[config.mk]
export PLATFORM = sky130hd
export DESIGN_NAME = audio_sample_sequencer
export DESIGN_NICKNAME = d
export VERILOG_FILES = /design/src/rtl/audio_sample_sequencer.sv
export SDC_FILE = /design/constraint.sdc
export NUM_CORES = 1
export LEC_CHECK = 0
export ABC_CLOCK_PERIOD_IN_PS = 2400
export CORE_MARGIN = 1.5
export CORE_UTILIZATION = 48
export DETAILED_ROUTE_END_ITERATION = 16
export PLACE_DENSITY = 0.76
export SETUP_SLACK_MARGIN = 0.1
export SLEW_MARGIN = 10
export SYNTH_ARGS = -nofsm -noshare
export SYNTH_HDL_FRONTEND = slang
export SYNTH_SLANG_ARGS = --single-unit
export TNS_END_PERCENT = 30
[constraint.sdc]
create_clock -name CLOCK_50 -period 2.4 [get_ports CLOCK_50]
set_input_delay 0.6 -clock CLOCK_50 [delete_from_list [all_inputs] [get_ports CLOCK_50]]
set_output_delay 0.6 -clock CLOCK_50 [all_outputs]
set_load 0.02 [all_outputs]
[src/rtl/audio_sample_sequencer.sv]
// Flash-backed sample sequencer: one 16-bit sample per sample_tick, two samples per 32-bit word.
// Build option AUDIO_SEQ_LOOP_EN: when defined the region wraps forever and done stays 0.
module audio_sample_sequencer #(
  parameter int unsigned       ADDR_W     = 23,
  parameter logic [ADDR_W-1:0] START_ADDR = ADDR_W'(23'h000000),
  parameter logic [ADDR_W-1:0] END_ADDR   = ADDR_W'(23'h07FFFF)
) (
  input  logic              CLOCK_50,
  input  logic              reset_n,
  input  logic              sample_tick,
  input  logic              play,
  input  logic              dir_fwd,
  input  logic              restart,
  output logic              flash_read,
  output logic [ADDR_W-1:0] flash_addr,
  input  logic              flash_waitrequest,
  input  logic [31:0]       flash_readdata,
  input  logic              flash_readdatavalid,
  output logic [15:0]       audio_data,
  output logic              audio_valid,
  output logic              overrun,
  output logic              done
);

`ifdef AUDIO_SEQ_LOOP_EN
  localparam bit LOOP_EN = 1'b1;
`else
  localparam bit LOOP_EN = 1'b0;
`endif

  typedef enum logic [2:0] {
    S_IDLE,
    S_FETCH,
    S_REQ,
    S_WAIT_DATA,
    S_EMIT
  } state_t;

  state_t      state;
  logic [31:0] word;
  logic        need_word;
  logic        half;
  logic        restart_pend;
  logic        done_r;
  logic        apply_restart;
  logic        sel_hi;
  logic [31:0] emit_word;
  logic [15:0] emit_sample;

  // A restart seen while a read is outstanding is only applied once the read completes.
  always_comb begin
    apply_restart = 1'b0;
    case (state)
      S_IDLE, S_FETCH: apply_restart = restart;
      S_WAIT_DATA:     apply_restart = flash_readdatavalid && (restart || restart_pend);
      S_EMIT:          apply_restart = restart || restart_pend;
      default:         apply_restart = 1'b0;
    endcase
  end

  assign sel_hi      = half ^ ~dir_fwd;
  assign emit_word   = (state == S_WAIT_DATA) ? flash_readdata : word;
  assign emit_sample = sel_hi ? emit_word[31:16] : emit_word[15:0];
  assign done        = done_r;

  always_ff @(posedge CLOCK_50 or negedge reset_n) begin
    if (!reset_n) begin
      state        <= S_IDLE;
      flash_read   <= 1'b0;
      flash_addr   <= START_ADDR;
      word         <= '0;
      need_word    <= 1'b1;
      half         <= 1'b0;
      restart_pend <= 1'b0;
      done_r       <= 1'b0;
      audio_data   <= '0;
      audio_valid  <= 1'b0;
      overrun      <= 1'b0;
    end else begin
      audio_valid <= 1'b0;
      if (sample_tick && (state != S_IDLE))
        overrun <= 1'b1;

      if (apply_restart) begin
        state        <= S_IDLE;
        flash_read   <= 1'b0;
        flash_addr   <= dir_fwd ? START_ADDR : END_ADDR;
        need_word    <= 1'b1;
        half         <= 1'b0;
        restart_pend <= 1'b0;
        done_r       <= 1'b0;
        overrun      <= 1'b0;
      end else begin
        case (state)
          S_IDLE: begin
            if (sample_tick && play && !done_r)
              state <= S_FETCH;
          end
          S_FETCH: begin
            if (need_word) begin
              flash_read <= 1'b1;
              state      <= S_REQ;
            end else begin
              audio_data  <= emit_sample;
              audio_valid <= 1'b1;
              state       <= S_EMIT;
            end
          end
          S_REQ: begin
            if (restart)
              restart_pend <= 1'b1;
            if (!flash_waitrequest) begin
              flash_read <= 1'b0;
              state      <= S_WAIT_DATA;
            end
          end
          S_WAIT_DATA: begin
            if (restart)
              restart_pend <= 1'b1;
            if (flash_readdatavalid) begin
              word        <= flash_readdata;
              need_word   <= 1'b0;
              audio_data  <= emit_sample;
              audio_valid <= 1'b1;
              state       <= S_EMIT;
            end
          end
          S_EMIT: begin
            state <= S_IDLE;
            half  <= ~half;
            if (half) begin
              need_word <= 1'b1;
              if (dir_fwd) begin
                if (flash_addr == END_ADDR) begin
                  if (LOOP_EN) flash_addr <= START_ADDR;
                  else         done_r     <= 1'b1;
                end else begin
                  flash_addr <= flash_addr + ADDR_W'(1);
                end
              end else begin
                if (flash_addr == START_ADDR) begin
                  if (LOOP_EN) flash_addr <= END_ADDR;
                  else         done_r     <= 1'b1;
                end else begin
                  flash_addr <= flash_addr - ADDR_W'(1);
                end
              end
            end
          end
          default: state <= S_IDLE;
        endcase
      end
    end
  end

endmodule

==> results.md <==
* H-tree levels at 3
* WL/cell at 22.8 µm
* Design area at 7670 µm²
* Synth Net Count at 488
* CP Launch Type: input port
* Synth area leader: dfrtp_1
* Placed Cells at approximately 720
* WP data required at around 2.6 ns
* CTS hold repair buffers at 0
* Antenna violations before repair at 0
* Critical-path cell list: buf_8, clkinvlp_4, buf_12, ha_4, o211ai_1, a21oi_2, o21ai_2, o221ai_2, a21oi_2, mux2_4, mux2_4
* Largest family of logic cells by synthesized area: multiplexers
* # DRC at 0
* CP bufs+invs at 3
* Placed Instance Area at 6500 µm²
* Power density over the cells at 764 nW/µm²
* Crit path capture type: flip-flop
* Worst Clk Skew at 0.0146 ns
* Area of the multi-input gates at 3110 µm²
* Largest net degree at the start of global routing at 37
* Longest Clk Path Bufs at 2
* Static leakage at 3.48 nW
* Area grow syn2layout at 60.5%
* Status: finished with violations
* Commonest non-fill, non-tap cells in the layout: buf_4 (102), dfrtp_1 (79), clkdlybuf4s50_1 (78), mux2_2 (48), nor2_1 (26)
* Setup ws final at -0.180 ns
* Root Driver: clkbuf_8
* Top cell type's share of synthesized area at 0.419
* Least-Margin Pin Slew at 0.509 ns
* Final setup violation count at 19
* CP Max Fanout at 4
* FILL cells at between 500 and 600
* Core Region at 9730 µm²
* Ant. Diodes at 0
* Non-Filler Instances at ~770
* Final min period at 2.58 ns
* Worst min-delay path category: in -> async
* CTS Buf Count at 9
* Max-slew violations at 0
* Compound-cell area share of the yosys netlist at 0.141
* CTS tree: built
* Worst-Skew Late Latency at 0.36 ns
* Via-to-Cell Ratio at just over 6
* Clock sinks at about 80
* Synth Area in XOR/XNOR at 0.0403
* Max-slew headroom at 0.658
* WS Path Type: in -> reg
* Drt pass-1 iters at 5
* Post-synthesis mux area share at 0.196
* Vias in the first global route at 4,721
* Seq/Total Area, Yosys at 0.424
* Average size of a mapped cell at between 10 and 15 µm²
* Initial DRC count at 364
* Final-report hold violation count at 0
* Layout cells sized above 1 at 0.461
* Final core occ at 0.789
* Slowest stage delay, CP at 0.32 ns
* Clock slew at reported path FFs at approximately 0.1 ns
* Number of synthesized flops with an enable pin at 0
* Routed wire length at 17,500 µm
* RePlAce Congestion at between 1 and 1.5
* Peak supply drop at 0.450 mV
* Simple-gate share of the synthesized area at 0.113
* Antenna viol nets, final at 0
* RSZ-0062 raised after global routing: true
* Synthesized area at 4780 µm²
* Failing checks: setup timing
* Initial core utilization at 0.491
* Final nets at just under 700
* Adder and majority cell fraction of the synthesized area at 0.0591
* Total gr overflow at 0
* Critical path's slowest cell: mux2_4
* Synth cell types at 52
* I/O pins at 83
* FF+latch count, synth at 81
* Core Rows at 36
* Max Fclk at 388 MHz
* Top_reg_cell synth: dfrtp_1
* Ys Warns at 0
* Worst EP arrival at 2.82 ns
* Cells after Synth at 426
* Ys async rst share at 1.00
* Global-route wire length before repair at 24,200 µm
* Crit path max-delay family: compound AO/OA/AOI/OAI gates
* Vert. Die Dim at just over 100 µm
* Max-Cap Viols at 0
* Ranking of synthesized cells by area: dfrtp_1 (42%), mux2_2 (12%), mux4_2 (7.5%)
* Detailed-route via count at between 4,000 and 5,000
* Die Width at 103 µm
* Dpl hpwl at 9750 µm
* Commonest non-fill, non-tap cell in the layout: buf_4
* IO buf count at 82
* Total GRT Usage at 0.307
* Period utilization at 1.08
* Die area at between 10,000 and 15,000 µm²
* Register area at about 2000 µm²
[cell usage after synthesis (3+ instances only)]
| cell type | number |
|---|---|
| dfrtp_1 | 80 |
| mux2_2 | 49 |
| a21oi_1 | 34 |
| nor2_1 | 28 |
| nand2_1 | 23 |
| ha_1 | 21 |
| o21ai_0 | 18 |
| mux4_2 | 16 |
| xnor2_1 | 16 |
| a221o_1 | 15 |
| clkbuf_1 | 15 |
| inv_1 | 10 |
| nand4_1 | 10 |
| a21o_1 | 8 |
| buf_2 | 7 |
| nor2b_1 | 6 |
| xor2_1 | 6 |
| nand3_1 | 5 |
| or4_1 | 5 |
| nand2b_1 | 4 |
| nor3_1 | 4 |
| a211oi_1 | 3 |
| a31oi_1 | 3 |
| and2_1 | 3 |
| o21bai_1 | 3 |
| o31ai_1 | 3 |
[layer usage]
metal / vias to the layer above / part of all wire / global-route usage
li1: 2024 / - / -
met1: 2332 / 0.36 / 0.389
met2: 307 / 0.50 / 0.518
met3: 79 / 0.095 / 0.0719
met4: 0 / 0.045 / 0.107
met5: - / 0 / 0
[layout make-up]
cell class / instances / area share
repair buffers: 213 / 0.272
flip-flops and latches: 81 / 0.265
repair inverters: 1 / 0.000978
multi-input cells: 314 / 0.406
inverters: 10 / 0.00538
well taps: 133 / 0.0217
clock inverters: 7 / 0.0137
clock buffers: 9 / 0.0161
[stage by stage]
step	total power [mW]	setup WS [ns]	TNS, ns	hold slack, ns
after global routing	6.09	-0.259	-2.25	0.0510
after detailed placement	3.98	-1.24	-21.28	0.457
after floorplan	2.89	-0.560	-3.32	0.304
final	5.86	-0.180	-1.31	0.0622
after global placement	3.89	-1.13	-19.41	0.452
after CTS	5.48	-0.0619	-0.0753	0.0620
[registers in the layout, summed over array words and instances, names as in the netlist]
| name | flops |
|---|---|
| restart_pend | 1 |
| half | 1 |
| state | 3 |
| audio_data | 16 |
| audio_valid | 1 |
| flash_addr | 23 |
| word | 32 |
| flash_read | 1 |
| need_word | 1 |
| done | 1 |
| overrun | 1 |
[path summary, 6_finish.rpt]
kind | startpoint | end | slack [ns] | cells past startpoint
min in group CLOCK_50 | word[18] | word[18] | 0.51 | 1
min reg2reg | word[18] | word[18] | 0.51 | 1
max | dir_fwd | flash_addr[22] | -0.18 | 11
min | reset_n | overrun | 0.06 | 1
max reg2reg | flash_addr[8] | flash_addr[22] | -0.09 | 9
max in group asynchronous | reset_n | word[24] | 1.65 | 2
[kinds of logic (layout without fill, tap and decap cells)]
| group | after synthesis | count (layout) |
|---|---|---|
| compound gates | 101 | 101 |
| simple gates | 101 | 102 |
| flops | 81 | 81 |
| mux | 67 | 67 |
| buf+inv | 32 | 240 |
| fa+ha+maj | 22 | 22 |
| xor+xnor | 22 | 22 |
[power breakdown]
group | switching, mW | internal, mW | leakage (nW)
clock | 0.557 | 0.604 | 0.113
combinational | 1.44 | 1.52 | 2.29
sequential | 0.174 | 1.57 | 1.08
total | 2.17 | 3.69 | 3.48
[worst register-to-register path, cell delays in order, from the launching register on]
cell	delay [ns]
dfrtp_1	0.43
buf_4	0.16
ha_1	0.32
o21ai_2	0.20
o21bai_1	0.11
a31oi_2	0.18
o221ai_2	0.17
a21oi_2	0.19
mux2_4	0.32
mux2_4	0.29
[repair_timing]
| item | in CTS | in global routing |
|---|---|---|
| gates cloned | 6 | 0 |
| endpoints found under the hold margin | 0 | 0 |
| setup endpoints to repair | 24 | 37 |
| buffers inserted | 19 | 11 |
| pin swaps | 49 | 26 |
| gates resized for setup | 81 | 44 |
Power figures use the tool's default switching activity.
